File: config.mk
export PLATFORM = sky130hd
export DESIGN_NAME = ihex_record_parser_flat
export DESIGN_NICKNAME = d
export VERILOG_FILES = /design/src/rtl/ihex_record_parser_if.sv /design/src/rtl/ihex_record_parser.sv /design/src/flat_wrapper.sv
export SDC_FILE = /design/constraint.sdc
export NUM_CORES = 1
export LEC_CHECK = 0
export CORE_ASPECT_RATIO = 0.7
export CORE_MARGIN = 8
export CORE_UTILIZATION = 35
export DETAILED_ROUTE_END_ITERATION = 10
export GPL_TIMING_DRIVEN = 0
export HOLD_SLACK_MARGIN = 0.15
export PLACE_DENSITY_LB_ADDON = 0.3
export SYNTH_ARGS = -nofsm -noshare
export SYNTH_HDL_FRONTEND = slang
export SYNTH_SLANG_ARGS = --single-unit
File: constraint.sdc
create_clock -name i_clk -period 5.4 [get_ports i_clk]
set_input_delay 0.81 -clock i_clk [delete_from_list [all_inputs] [get_ports i_clk]]
set_output_delay 0.81 -clock i_clk [all_outputs]
set_load 0.005 [all_outputs]
File: src/rtl/ihex_record_parser_if.sv
// Bundle of the UART byte stream, the status transmitter, the Wishbone write master
// and the status pulses that connect ihex_record_parser to the rest of the system.
interface ihex_record_parser_if;
    logic        i_rx_stb;
    logic [7:0]  i_rx_data;
    logic        o_tx_stb;
    logic [7:0]  o_tx_data;
    logic        i_tx_busy;
    logic        o_mwb_cyc;
    logic        o_mwb_stb;
    logic        o_mwb_we;
    logic [3:0]  o_mwb_sel;
    logic [29:0] o_mwb_addr;
    logic [31:0] o_mwb_data;
    logic        i_mwb_stall;
    logic        i_mwb_ack;
    logic        i_mwb_err;
    logic        o_eof;
    logic        o_overrun;
    logic [3:0]  dbg_state;

    // Parser side.
    modport master (
        input  i_rx_stb, i_rx_data, i_tx_busy, i_mwb_stall, i_mwb_ack, i_mwb_err,
        output o_tx_stb, o_tx_data, o_mwb_cyc, o_mwb_stb, o_mwb_we, o_mwb_sel,
        output o_mwb_addr, o_mwb_data, o_eof, o_overrun, dbg_state
    );

    // UART / bus / observer side.
    modport slave (
        output i_rx_stb, i_rx_data, i_tx_busy, i_mwb_stall, i_mwb_ack, i_mwb_err,
        input  o_tx_stb, o_tx_data, o_mwb_cyc, o_mwb_stb, o_mwb_we, o_mwb_sel,
        input  o_mwb_addr, o_mwb_data, o_eof, o_overrun, dbg_state
    );
endinterface

File: src/rtl/ihex_record_parser.sv
// Intel-HEX record parser: decodes ASCII records from the UART, validates the checksum,
// commits data records as 32-bit Wishbone writes and answers with one status character.
module ihex_record_parser #(
    parameter int MAX_BYTES  = 16,
    parameter int WB_TIMEOUT = 1024
) (
    input  logic                  i_clk,
    input  logic                  i_reset_n,
    ihex_record_parser_if.master  bus
);
    // Handshakes: rx and tx are single-cycle strobes (tx only while i_tx_busy is low);
    // a WB request is taken on a cycle with cyc & stb & !stall, then exactly one ack/err
    // (err wins when both are high) closes it while cyc stays high.

    localparam int TW = $clog2(WB_TIMEOUT) + 1;
    localparam int BI = $clog2(MAX_BYTES);
    localparam int WB = (MAX_BYTES > 4) ? $clog2(MAX_BYTES / 4) : 1;

    localparam logic [7:0] CH_K = 8'h4B;
    localparam logic [7:0] CH_E = 8'h45;
    localparam logic [7:0] CH_W = 8'h57;
    localparam logic [7:0] CH_T = 8'h54;

    typedef enum logic [3:0] {
        S_IDLE, S_COUNT, S_ADDR, S_TYPE, S_DATA, S_CSUM, S_WB_REQ, S_WB_WAIT, S_RESP
    } state_t;

    state_t state, state_next;

    logic [7:0]             csum;
    logic [15:0]            ext_addr;
    logic                   have_hi;
    logic [3:0]             hi_nib;
    logic [7:0]             count;
    logic [15:0]            rec_addr;
    logic [7:0]             rec_type;
    logic [7:0]             field_idx;
    logic [5:0]             word_idx;
    logic [TW-1:0]          timer;
    logic [MAX_BYTES*8-1:0] data_buf;
    logic [7:0]             resp_char;
    logic [7:0]             resp_next;
    logic                   eof_q;
    logic                   overrun_q;

    logic       is_hex;
    logic [3:0] nib;
    logic       parse_state;
    logic       rx_colon;
    logic       bad_char;
    logic       byte_done;
    logic [7:0] rx_byte;
    logic [7:0] sum_next;
    logic       type_ok;
    logic       last_word;
    logic       timed_out;

    always_comb begin
        is_hex = 1'b1;
        nib    = 4'h0;
        if (bus.i_rx_data >= 8'h30 && bus.i_rx_data <= 8'h39)
            nib = bus.i_rx_data[3:0];
        else if ((bus.i_rx_data >= 8'h41 && bus.i_rx_data <= 8'h46) ||
                 (bus.i_rx_data >= 8'h61 && bus.i_rx_data <= 8'h66))
            nib = bus.i_rx_data[3:0] + 4'd9;
        else
            is_hex = 1'b0;
    end

    assign parse_state = (state == S_COUNT) || (state == S_ADDR) || (state == S_TYPE) ||
                         (state == S_DATA)  || (state == S_CSUM);
    assign rx_colon    = bus.i_rx_stb && (bus.i_rx_data == 8'h3A);
    assign bad_char    = bus.i_rx_stb && parse_state && !rx_colon && !is_hex;
    assign byte_done   = bus.i_rx_stb && parse_state && !rx_colon && is_hex && have_hi;
    assign rx_byte     = {hi_nib, nib};
    assign sum_next    = csum + rx_byte;
    assign last_word   = (word_idx == count[7:2] - 6'd1);
    assign timed_out   = (timer == TW'(WB_TIMEOUT - 1));

    always_comb begin
        case (rec_type)
            8'h00:   type_ok = (count[1:0] == 2'b00) && (int'(count) <= MAX_BYTES) &&
                               (rec_addr[1:0] == 2'b00);
            8'h01:   type_ok = (count == 8'd0);
            8'h04:   type_ok = (count == 8'd2);
            default: type_ok = 1'b0;
        endcase
    end

    always_ff @(posedge i_clk) begin
        if (!i_reset_n) state <= S_IDLE;
        else            state <= state_next;
    end

    always_comb begin
        state_next = state;
        resp_next  = CH_K;
        case (state)
            S_IDLE: if (rx_colon) state_next = S_COUNT;
            S_COUNT, S_ADDR, S_TYPE, S_DATA, S_CSUM: begin
                if (rx_colon) begin
                    state_next = S_COUNT;
                end else if (bad_char) begin
                    state_next = S_RESP;
                    resp_next  = CH_E;
                end else if (byte_done) begin
                    case (state)
                        S_COUNT: state_next = S_ADDR;
                        S_ADDR:  if (field_idx[0]) state_next = S_TYPE;
                        S_TYPE:  state_next = (count == 8'd0) ? S_CSUM : S_DATA;
                        S_DATA:  if (field_idx == count - 8'd1) state_next = S_CSUM;
                        default: begin
                            if (sum_next != 8'h00 || !type_ok) begin
                                state_next = S_RESP;
                                resp_next  = CH_E;
                            end else if (rec_type == 8'h00 && count != 8'd0) begin
                                state_next = S_WB_REQ;
                            end else begin
                                state_next = S_RESP;
                            end
                        end
                    endcase
                end
            end
            S_WB_REQ: begin
                if (!bus.i_mwb_stall) begin
                    state_next = S_WB_WAIT;
                end else if (timed_out) begin
                    state_next = S_RESP;
                    resp_next  = CH_T;
                end
            end
            S_WB_WAIT: begin
                if (bus.i_mwb_err) begin
                    state_next = S_RESP;
                    resp_next  = CH_W;
                end else if (bus.i_mwb_ack) begin
                    state_next = last_word ? S_RESP : S_WB_REQ;
                end else if (timed_out) begin
                    state_next = S_RESP;
                    resp_next  = CH_T;
                end
            end
            S_RESP:  if (!bus.i_tx_busy) state_next = S_IDLE;
            default: state_next = S_IDLE;
        endcase
    end

    always_ff @(posedge i_clk) begin
        if (!i_reset_n) begin
            csum      <= '0;
            ext_addr  <= '0;
            have_hi   <= 1'b0;
            hi_nib    <= '0;
            count     <= '0;
            rec_addr  <= '0;
            rec_type  <= '0;
            field_idx <= '0;
            word_idx  <= '0;
            timer     <= '0;
            data_buf  <= '0;
            resp_char <= '0;
            eof_q     <= 1'b0;
            overrun_q <= 1'b0;
        end else begin
            eof_q     <= 1'b0;
            overrun_q <= bus.i_rx_stb && ((state == S_WB_REQ) || (state == S_WB_WAIT) ||
                                          (state == S_RESP));
            if (state != S_RESP) resp_char <= resp_next;

            if (rx_colon && (state == S_IDLE || parse_state)) begin
                csum      <= '0;
                have_hi   <= 1'b0;
                field_idx <= '0;
            end else if (bus.i_rx_stb && parse_state && is_hex) begin
                if (!have_hi) begin
                    hi_nib  <= nib;
                    have_hi <= 1'b1;
                end else begin
                    have_hi <= 1'b0;
                    csum    <= sum_next;
                    case (state)
                        S_COUNT: begin
                            count     <= rx_byte;
                            field_idx <= '0;
                        end
                        S_ADDR: begin
                            if (!field_idx[0]) rec_addr[15:8] <= rx_byte;
                            else               rec_addr[7:0]  <= rx_byte;
                            field_idx <= field_idx + 8'd1;
                        end
                        S_TYPE: begin
                            rec_type  <= rx_byte;
                            field_idx <= '0;
                        end
                        S_DATA: begin
                            // Bytes past MAX_BYTES are still counted and summed; the record fails validation.
                            if (int'(field_idx) < MAX_BYTES)
                                data_buf[{field_idx[BI-1:0], 3'b000} +: 8] <= rx_byte;
                            field_idx <= field_idx + 8'd1;
                        end
                        default: begin
                            if (sum_next == 8'h00 && type_ok) begin
                                if (rec_type == 8'h01) eof_q <= 1'b1;
                                if (rec_type == 8'h04) ext_addr <= {data_buf[7:0], data_buf[15:8]};
                            end
                        end
                    endcase
                end
            end

            // Timeout budget restarts for every word.
            if (state_next == S_WB_REQ && state != S_WB_REQ)
                timer <= '0;
            else if (state == S_WB_REQ || state == S_WB_WAIT)
                timer <= timer + TW'(1);

            if (state == S_CSUM)
                word_idx <= '0;
            else if (state == S_WB_WAIT && bus.i_mwb_ack && !bus.i_mwb_err)
                word_idx <= word_idx + 6'd1;
        end
    end

    always_comb begin
        bus.o_mwb_cyc  = (state == S_WB_REQ) || (state == S_WB_WAIT);
        bus.o_mwb_stb  = (state == S_WB_REQ);
        bus.o_mwb_we   = 1'b1;
        bus.o_mwb_sel  = 4'hF;
        bus.o_mwb_addr = '0;
        bus.o_mwb_data = '0;
        if (bus.o_mwb_cyc) begin
            bus.o_mwb_addr = {ext_addr, rec_addr[15:2]} + 30'(word_idx);
            bus.o_mwb_data = data_buf[{word_idx[WB-1:0], 5'b00000} +: 32];
        end
        bus.o_tx_stb   = (state == S_RESP) && !bus.i_tx_busy;
        bus.o_tx_data  = (state == S_RESP) ? resp_char : 8'h00;
        bus.o_eof      = eof_q;
        bus.o_overrun  = overrun_q;
        bus.dbg_state  = state;
    end
endmodule

File: src/flat_wrapper.sv
// flat-port wrapper written by rule: the top's interface ports become plain ports
module ihex_record_parser_flat 
#(
    parameter int MAX_BYTES  = 16,
    parameter int WB_TIMEOUT = 1024
)
  (i_clk, i_reset_n, bus_i_rx_stb, bus_i_rx_data, bus_i_tx_busy, bus_i_mwb_stall, bus_i_mwb_ack, bus_i_mwb_err, bus_o_tx_stb, bus_o_tx_data, bus_o_mwb_cyc, bus_o_mwb_stb, bus_o_mwb_we, bus_o_mwb_sel, bus_o_mwb_addr, bus_o_mwb_data, bus_o_eof, bus_o_overrun, bus_dbg_state);
  ihex_record_parser_if bus_i ();
  input  logic i_clk;
  input  logic i_reset_n;
  input wire logic [$bits(bus_i.i_rx_stb)-1:0] bus_i_rx_stb;
  input wire logic [$bits(bus_i.i_rx_data)-1:0] bus_i_rx_data;
  input wire logic [$bits(bus_i.i_tx_busy)-1:0] bus_i_tx_busy;
  input wire logic [$bits(bus_i.i_mwb_stall)-1:0] bus_i_mwb_stall;
  input wire logic [$bits(bus_i.i_mwb_ack)-1:0] bus_i_mwb_ack;
  input wire logic [$bits(bus_i.i_mwb_err)-1:0] bus_i_mwb_err;
  output wire logic [$bits(bus_i.o_tx_stb)-1:0] bus_o_tx_stb;
  output wire logic [$bits(bus_i.o_tx_data)-1:0] bus_o_tx_data;
  output wire logic [$bits(bus_i.o_mwb_cyc)-1:0] bus_o_mwb_cyc;
  output wire logic [$bits(bus_i.o_mwb_stb)-1:0] bus_o_mwb_stb;
  output wire logic [$bits(bus_i.o_mwb_we)-1:0] bus_o_mwb_we;
  output wire logic [$bits(bus_i.o_mwb_sel)-1:0] bus_o_mwb_sel;
  output wire logic [$bits(bus_i.o_mwb_addr)-1:0] bus_o_mwb_addr;
  output wire logic [$bits(bus_i.o_mwb_data)-1:0] bus_o_mwb_data;
  output wire logic [$bits(bus_i.o_eof)-1:0] bus_o_eof;
  output wire logic [$bits(bus_i.o_overrun)-1:0] bus_o_overrun;
  output wire logic [$bits(bus_i.dbg_state)-1:0] bus_dbg_state;
  assign bus_i.i_rx_stb = bus_i_rx_stb;
  assign bus_i.i_rx_data = bus_i_rx_data;
  assign bus_i.i_tx_busy = bus_i_tx_busy;
  assign bus_i.i_mwb_stall = bus_i_mwb_stall;
  assign bus_i.i_mwb_ack = bus_i_mwb_ack;
  assign bus_i.i_mwb_err = bus_i_mwb_err;
  assign bus_o_tx_stb = bus_i.o_tx_stb;
  assign bus_o_tx_data = bus_i.o_tx_data;
  assign bus_o_mwb_cyc = bus_i.o_mwb_cyc;
  assign bus_o_mwb_stb = bus_i.o_mwb_stb;
  assign bus_o_mwb_we = bus_i.o_mwb_we;
  assign bus_o_mwb_sel = bus_i.o_mwb_sel;
  assign bus_o_mwb_addr = bus_i.o_mwb_addr;
  assign bus_o_mwb_data = bus_i.o_mwb_data;
  assign bus_o_eof = bus_i.o_eof;
  assign bus_o_overrun = bus_i.o_overrun;
  assign bus_dbg_state = bus_i.dbg_state;
  ihex_record_parser #(.MAX_BYTES(MAX_BYTES), .WB_TIMEOUT(WB_TIMEOUT)) u_core (.i_clk(i_clk), .i_reset_n(i_reset_n), .bus(bus_i));
endmodule
# == After elaboration in Yosys (flattened, before gate mapping) ==
# Index checks and enable logic that the tools add are counted.
# totals
input_bits,15
ramBits,0
out_inout_bits,84
elab_cells,160
latchBits,0
reg_bits,228
rom_bits,0
mem_count,0
# op_classes
muxes,39
n_eq_ne,18
order_cmp,8
n_mul,0
div_mod_pow,0
shifts,3
reduce_logical,60
bitwise,7
n_addsub,9
# ops
cell,count
bitwise mux 128 bit,1
"variable shift 8 x 9 -> 128 bit, first input constant",1
indexed part select 128 x 8 -> 32 bit,1
indexed part select 8 x 9 -> 128 bit,1
two-way mux 4 bit,17
two-way mux 8 bit,8
two-way mux 32 bit,1
adder 30 x 6 -> 30 bit,1
two-way mux 30 bit,1
zero test 8 bit,3
one-hot mux 8 bit (3 select lines),1
"equality test 4 x 3 -> 1 bit, second input constant",5
logical AND 1 bit,20
one-hot mux 4 bit (5 select lines),1
">= comparator 8 x 7 -> 1 bit, second input constant",2
"<= comparator 8 x 7 -> 1 bit, second input constant",2
one-hot mux 4 bit (4 select lines),1
one-hot mux 8 bit (2 select lines),1
nonzero test 8 bit,2
AND reduction 5 bit,3
"adder 11 x 1 -> 11 bit, second input constant",1
"equality test 11 x 10 -> 1 bit, second input constant",1
OR reduction 2 bit,5
logical OR 1 bit,9
37 further kinds,55

# == Longest topological paths before layout ==
# depth
depth_word,17
mapped_depth,17
ltp_nobuf,15

# == Least setup slack after synthesis ==
# Ideal clock, no wire load.
# synth_path
path_kind,input to register
start,input bus_i_rx_data[0]
end,register u_core.ext_addr[5]
path_buffers,3
path_stages,17
arrival_time_ps,4824
setup_time_ps,72
required_ps,5328
path_slack_ps,505
cell_sequence,inv_1 > ha_1 > or3b_1 > and3_1 > clkbuf_1 > a22oi_1 > inv_1 > clkbuf_1 > ha_1 > a21o_1 > and4_1 > nor3_1 > o21ai_0 > or4b_4 > nor3_4 > buf_12 > mux2i_1
# synth_between
elab_chain_len,9
word_cells_on_any_way,24
classes_between,add/sub (2); order compare (6); eq/ne (1); mux (4); bitwise (1); reduce/logical (10)
# synth_lines
element,line,source
from (decl),flat_wrapper.sv:12,input wire logic [$bits(bus_i.i_rx_data)-1:0] bus_i_rx_data;
>= comparator 8 x 7 -> 1 bit (tied with other cells),ihex_record_parser.sv:63,else if ((bus.i_rx_data >= 8'h41 && bus.i_rx_data <= 8'h46) ||
logical AND 1 bit (on tied branches),"ihex_record_parser.sv:63, ihex_record_parser.sv:64",
logical OR 1 bit,ihex_record_parser.sv:63,
two-way mux 4 bit,ihex_record_parser.sv:63,
two-way mux 4 bit *,ihex_record_parser.sv:61,if (bus.i_rx_data >= 8'h30 && bus.i_rx_data <= 8'h39)
via u_core.nib[1],ihex_record_parser.sv:47,logic [3:0] nib;
adder 8 bit *,ihex_record_parser.sv:76,assign sum_next = csum + rx_byte;
zero test 8 bit *,ihex_record_parser.sv:203,if (sum_next == 8'h00 && type_ok) begin
logical AND 1 bit *,ihex_record_parser.sv:203,
AND reduction 6 bit (no source line) *,-,
to (signal assigned),ihex_record_parser.sv:205,"if (rec_type == 8'h04) ext_addr <= {data_buf[7:0], data_buf[15:8]};"
to (decl),ihex_record_parser.sv:31,logic [15:0] ext_addr;
# Mark *: on every way through the listed nets, which the timed path passes. The rest lies on a longest branch.
# A chain may end at the register's enable or synchronous reset.

# == Worst setup path after layout ==
# layout_path
start,input bus_i_rx_data[0]
end,register u_core.timer[0]
# layout_between
elab_chain_len,17
word_cells_on_any_way,36
classes_between,add/sub (2); order compare (6); eq/ne (2); mux (11); reduce/logical (15)
# layout_lines
element,line,source
>= comparator 8 x 7 -> 1 bit (tied with other cells),ihex_record_parser.sv:63,
logical AND 1 bit (on tied branches),"ihex_record_parser.sv:63, ihex_record_parser.sv:64",
logical OR 1 bit,ihex_record_parser.sv:63,
two-way mux 4 bit,ihex_record_parser.sv:63,
two-way mux 4 bit *,ihex_record_parser.sv:61,
via u_core.nib[3],ihex_record_parser.sv:47,
adder 8 bit *,ihex_record_parser.sv:76,
nonzero test 8 bit *,ihex_record_parser.sv:113,if (sum_next != 8'h00 || !type_ok) begin
[2 not listed],-,
one-hot mux 4 bit (4 select lines) *,ihex_record_parser.sv:107,case (state)
two-way mux 4 bit *,ihex_record_parser.sv:106,end else if (byte_done) begin
two-way mux 4 bit *,ihex_record_parser.sv:103,end else if (bad_char) begin
two-way mux 4 bit *,ihex_record_parser.sv:101,if (rx_colon) begin
one-hot mux 4 bit (5 select lines) *,ihex_record_parser.sv:98,case (state)
equality test 4 x 3 -> 1 bit *,ihex_record_parser.sv:213,if (state_next == S_WB_REQ && state != S_WB_REQ)
logical AND 1 bit *,ihex_record_parser.sv:213,
OR reduction 2 bit (no source line) *,-,
to (signal assigned),ihex_record_parser.sv:216,timer <= timer + TW'(1);
to (decl),ihex_record_parser.sv:39,logic [TW-1:0] timer;
# Marks and branches as above.

==> impl_results.md <==
* Status: finished clean
* HPWL after DPL at 29700 um
* Worst slew pin tran at 1.17 ns
* PD cells at 234 nW/um^2
* Final Hold Fails at 0
* Die ar. at 40800 um^2
* Post-layout util at 42.1%
* Remaining Overflow, GRT at 0
* Placed cell count at 2017
* FF-to-FF setup slack at 1.88 ns
* Fraction of layout cells with a size suffix above 1 at 6.96%
* Clk_lat worst skew at 0.53 ns
* Antenna diode count at 0
* Asr flop ratio synth at 0%
* Fin Setup TNS at 0 ns
* Post-synthesis simple-gate area fraction at 26.3%
* XOR/XNOR Fraction of Synth Area at 5.37%
* CP Launch Point: bus_i_rx_data[0]
* Compound-Gate Fraction of Synth Area at 11.5%
* Fin crit share at 97.4%
* Max_cap viols at 0
* Worst Path Max Fanout at 10
* Req. time, crit path at 5.81 ns
* VDD IR max at 248 uV
* DRT Wirelength at 40800 um
* # port buffers at 89
* Routed Antenna Nets at 0
* Fillcell total at 3428
* Worst r2r src: u_core.field_idx[0]
* Hold Crit Class: flop to flop
* Floorplan row count at 57
* Commonest register cell after synthesis: dfxtp_1
* Crit start category: input port
* Syn avg cell area at 8.32 um^2
* Register area at 4520 um^2
* DR WL/cell at 19.7 um
* Adder-cell share of the synthesized area at 3.03%
* Hold Path Origin: u_core.data_buf[126]
* Initial Utilization at 35.2%
* Synthesized cell area at 12100 um^2
* Via-per-instance ratio at 5.46
* Sequential-to-total area share from yosys stat at 37.5%
* CTS Buffer Depth at 3
* Slew margin rel. at 21.2%
* GRT Util Overall at 19.4%
* Clock power frac at 47.3%
* Io pins at 99
* DR vias at 11287
* CTS tree: yes
* Reg clk slew, reported paths at 0.06 ns
* Core box area at 34300 um^2
* Tmin final at 5.26 ns
* Kind of critical path: input port to flop
* Fmax at 190 MHz
* CP arrival at 5.67 ns
* Final setup skew at 0.0284 ns
* LEAKAGE at 0.00491 uW
* NetSw at 791 uW
* Synth top area share at 37.5%
* Synth Warn # at 0
* Yosys reg bits at 226
* Die height at 171 um
* CTS sink count at 226
* Count of non-filler cells in the finished layout at 2066
* Final Power at 3380 uW
* RSZ-0062 raised after global routing: no
* Syn-to-layout area delta at 19.6%
* Iter 0 DRT Violations at 1229
* GP Congestion at 0.931
* Gate power share at 3.3%
* Largest net degree at the start of global routing at 15
* Final hold slack at 0.459 ns
* Drt first pass iters at 5
* DRC Markers at 0
* Sw Ratio at 23.4%
* Vias in the first global route at 10425
* Main combinational cell family by area after synthesis: simple AND/OR/NAND/NOR gates
* Area contributors post-synth: dfxtp_1 (37%), mux4_2 (6.0%), nand3_1 (5.9%), nand2_1 (5.5%), mux2i_1 (5.5%)
* Mux share of post-synthesis cell area at 11.4%
* Area leader, netlist: dfxtp_1
* Power Internal at 2590 uW
* First-pass GRT wire length at 62300 um
* Final Net Count at 1621
* Clk root buf: clkbuf_16
* Multi-input logic area at 7030 um^2
* Number of CTS-inserted buffers at 23
* Cells after synthesis at 1451
* Final setup vio count at 0
* H-tree Lvls at 1
* Number of flops mapped to enable cells by yosys at 0
* Die X at 238 um
* Synth cell types at 74
* Antenna violations before repair at 0
* Register share of total power at 49.4%
* Crit path capture type: flop
* Max Slew Vio Count at 0
* CTS Hold Bufs at 0
state kept, by name, summed over array words and instances, names as in the netlist:
register              flops
u_core.csum               8
u_core.ext_addr          16
u_core.field_idx          8
u_core.hi_nib             4
u_core.timer             11
u_core.rec_type           8
u_core.count              8
u_core.data_buf         128
u_core.bus.o_eof          1
u_core.bus.o_overrun      1
u_core.word_idx           6
u_core.have_hi            1
u_core.bus.dbg_state      4
u_core.resp_char          6
u_core.rec_addr          16
synth_stat cells (21+ instances only):
cell type / instances
ha_1: 26
a21oi_1: 36
nand2_1: 177
nor3_1: 27
and2_1: 44
xor2_1: 33
xnor2_1: 41
dfxtp_1: 226
clkbuf_1: 90
nand4_1: 21
nor2_1: 131
o21ai_0: 132
nand3_1: 142
mux2i_1: 66
mux4_2: 32
inv_1: 24
layer usage:
layer  vias up  global-route usage, %  share of wire (%)
li1       5365                      -                  -
met1      5380                   28.5                 47
met2       483                   28.1                 41
met3        59                   4.79                 10
met4         0                   4.69                2.0
met5         -                      0                  0
path summary, 6_finish.rpt:
path                                             end  depth (start not counted)
worst min-delay path            u_core.data_buf[126]                          2
worst min register to register  u_core.data_buf[126]                          2
worst max-delay path                 u_core.timer[0]                         18
worst max register to register   u_core.data_buf[61]                          9
layout by cell type (no fill, tap or decap), types with 4 or more instances in the layout:
master	n
clkdlybuf4s50_1	89
nand3b_1	4
a31oi_1	7
clkbuf_16	23
buf_4	16
ha_1	26
nand2_1	177
xor2_1	33
or2_2	4
nor4b_1	6
mux2i_1	66
clkbuf_1	90
a211oi_1	15
and2_1	44
clkinv_2	4
or3_1	10
nor4_1	16
inv_1	23
dfxtp_1	226
o31ai_1	8
nand2b_1	12
o21ai_0	130
and4_1	8
mux4_2	32
nor3b_1	4
a21oi_1	35
nand3_1	142
nor2b_1	4
and3_1	16
conb_1	7
buf_1	12
clkbuf_8	4
o211ai_1	4
nor3_1	27
nand4_1	21
a21o_1	9
xnor2_1	41
nor2_1	131
kinds of logic (layout without fill, tap and decap cells):
family	after synthesis	after routing
adder cells (fa/ha/maj)	28	28
flip-flops	226	226
AND/OR/NAND/NOR	647	647
buffers and inverters	138	276
multiplexers	98	98
AO/OA/AOI/OAI	238	238
XOR/XNOR	74	74
other	2	7
critical path, stage by stage:
cell,delay [ns]
clkdlybuf4s50_1,0.47
inv_1,0.19
ha_1,0.20
or3b_1,0.39
and3_1,0.19
clkbuf_1,0.19
a21oi_4,0.25
inv_1,0.12
clkbuf_4,0.27
ha_1,0.41
o21ai_1,0.22
a2111o_1,0.14
o311ai_1,0.23
a311o_1,0.34
or4b_1,0.57
nor2_1,0.25
buf_2,0.28
o21ai_0,0.14
what timing repair did:
item,4_1_cts,5_1_grt
setup endpoints to repair,35,26
buffers inserted,6,3
pin swaps,4,0
gates resized for setup,13,4
power by group through the flow:
stage | logic (uW) | clock network, uW | registers (uW)
2_1_floorplan | 54.2 | 0 | 1710
3_3_place_gp | 103 | 0 | 1710
3_5_place_dp | 104 | 0 | 1710
4_1_cts | 109 | 1610 | 1670
5_1_grt | 119 | 1670 | 1670
6_report | 113 | 1600 | 1670
layout make-up:
| type | count | area share (%) |
|---|---|---|
| Clock buffer | 32 | 4.50 |
| Multi-Input combinational cell | 1092 | 48.7 |
| Inverter | 25 | 0.676 |
| Sequential cell | 226 | 31.4 |
| Buffer | 112 | 3.36 |
| Timing Repair Buffer | 98 | 6.73 |
| Clock inverter | 9 | 0.572 |
| Tap cell | 472 | 4.09 |
stage by stage:
step,worst slack [ns],area [um^2]
2_1_floorplan,0.505,12100
3_3_place_gp,-1.78,13600
3_5_place_dp,-1.80,13600
4_1_cts,0.0844,14400
5_1_grt,0.00442,14400
6_report,0.138,14400
(Power assumes the default switching activity.)
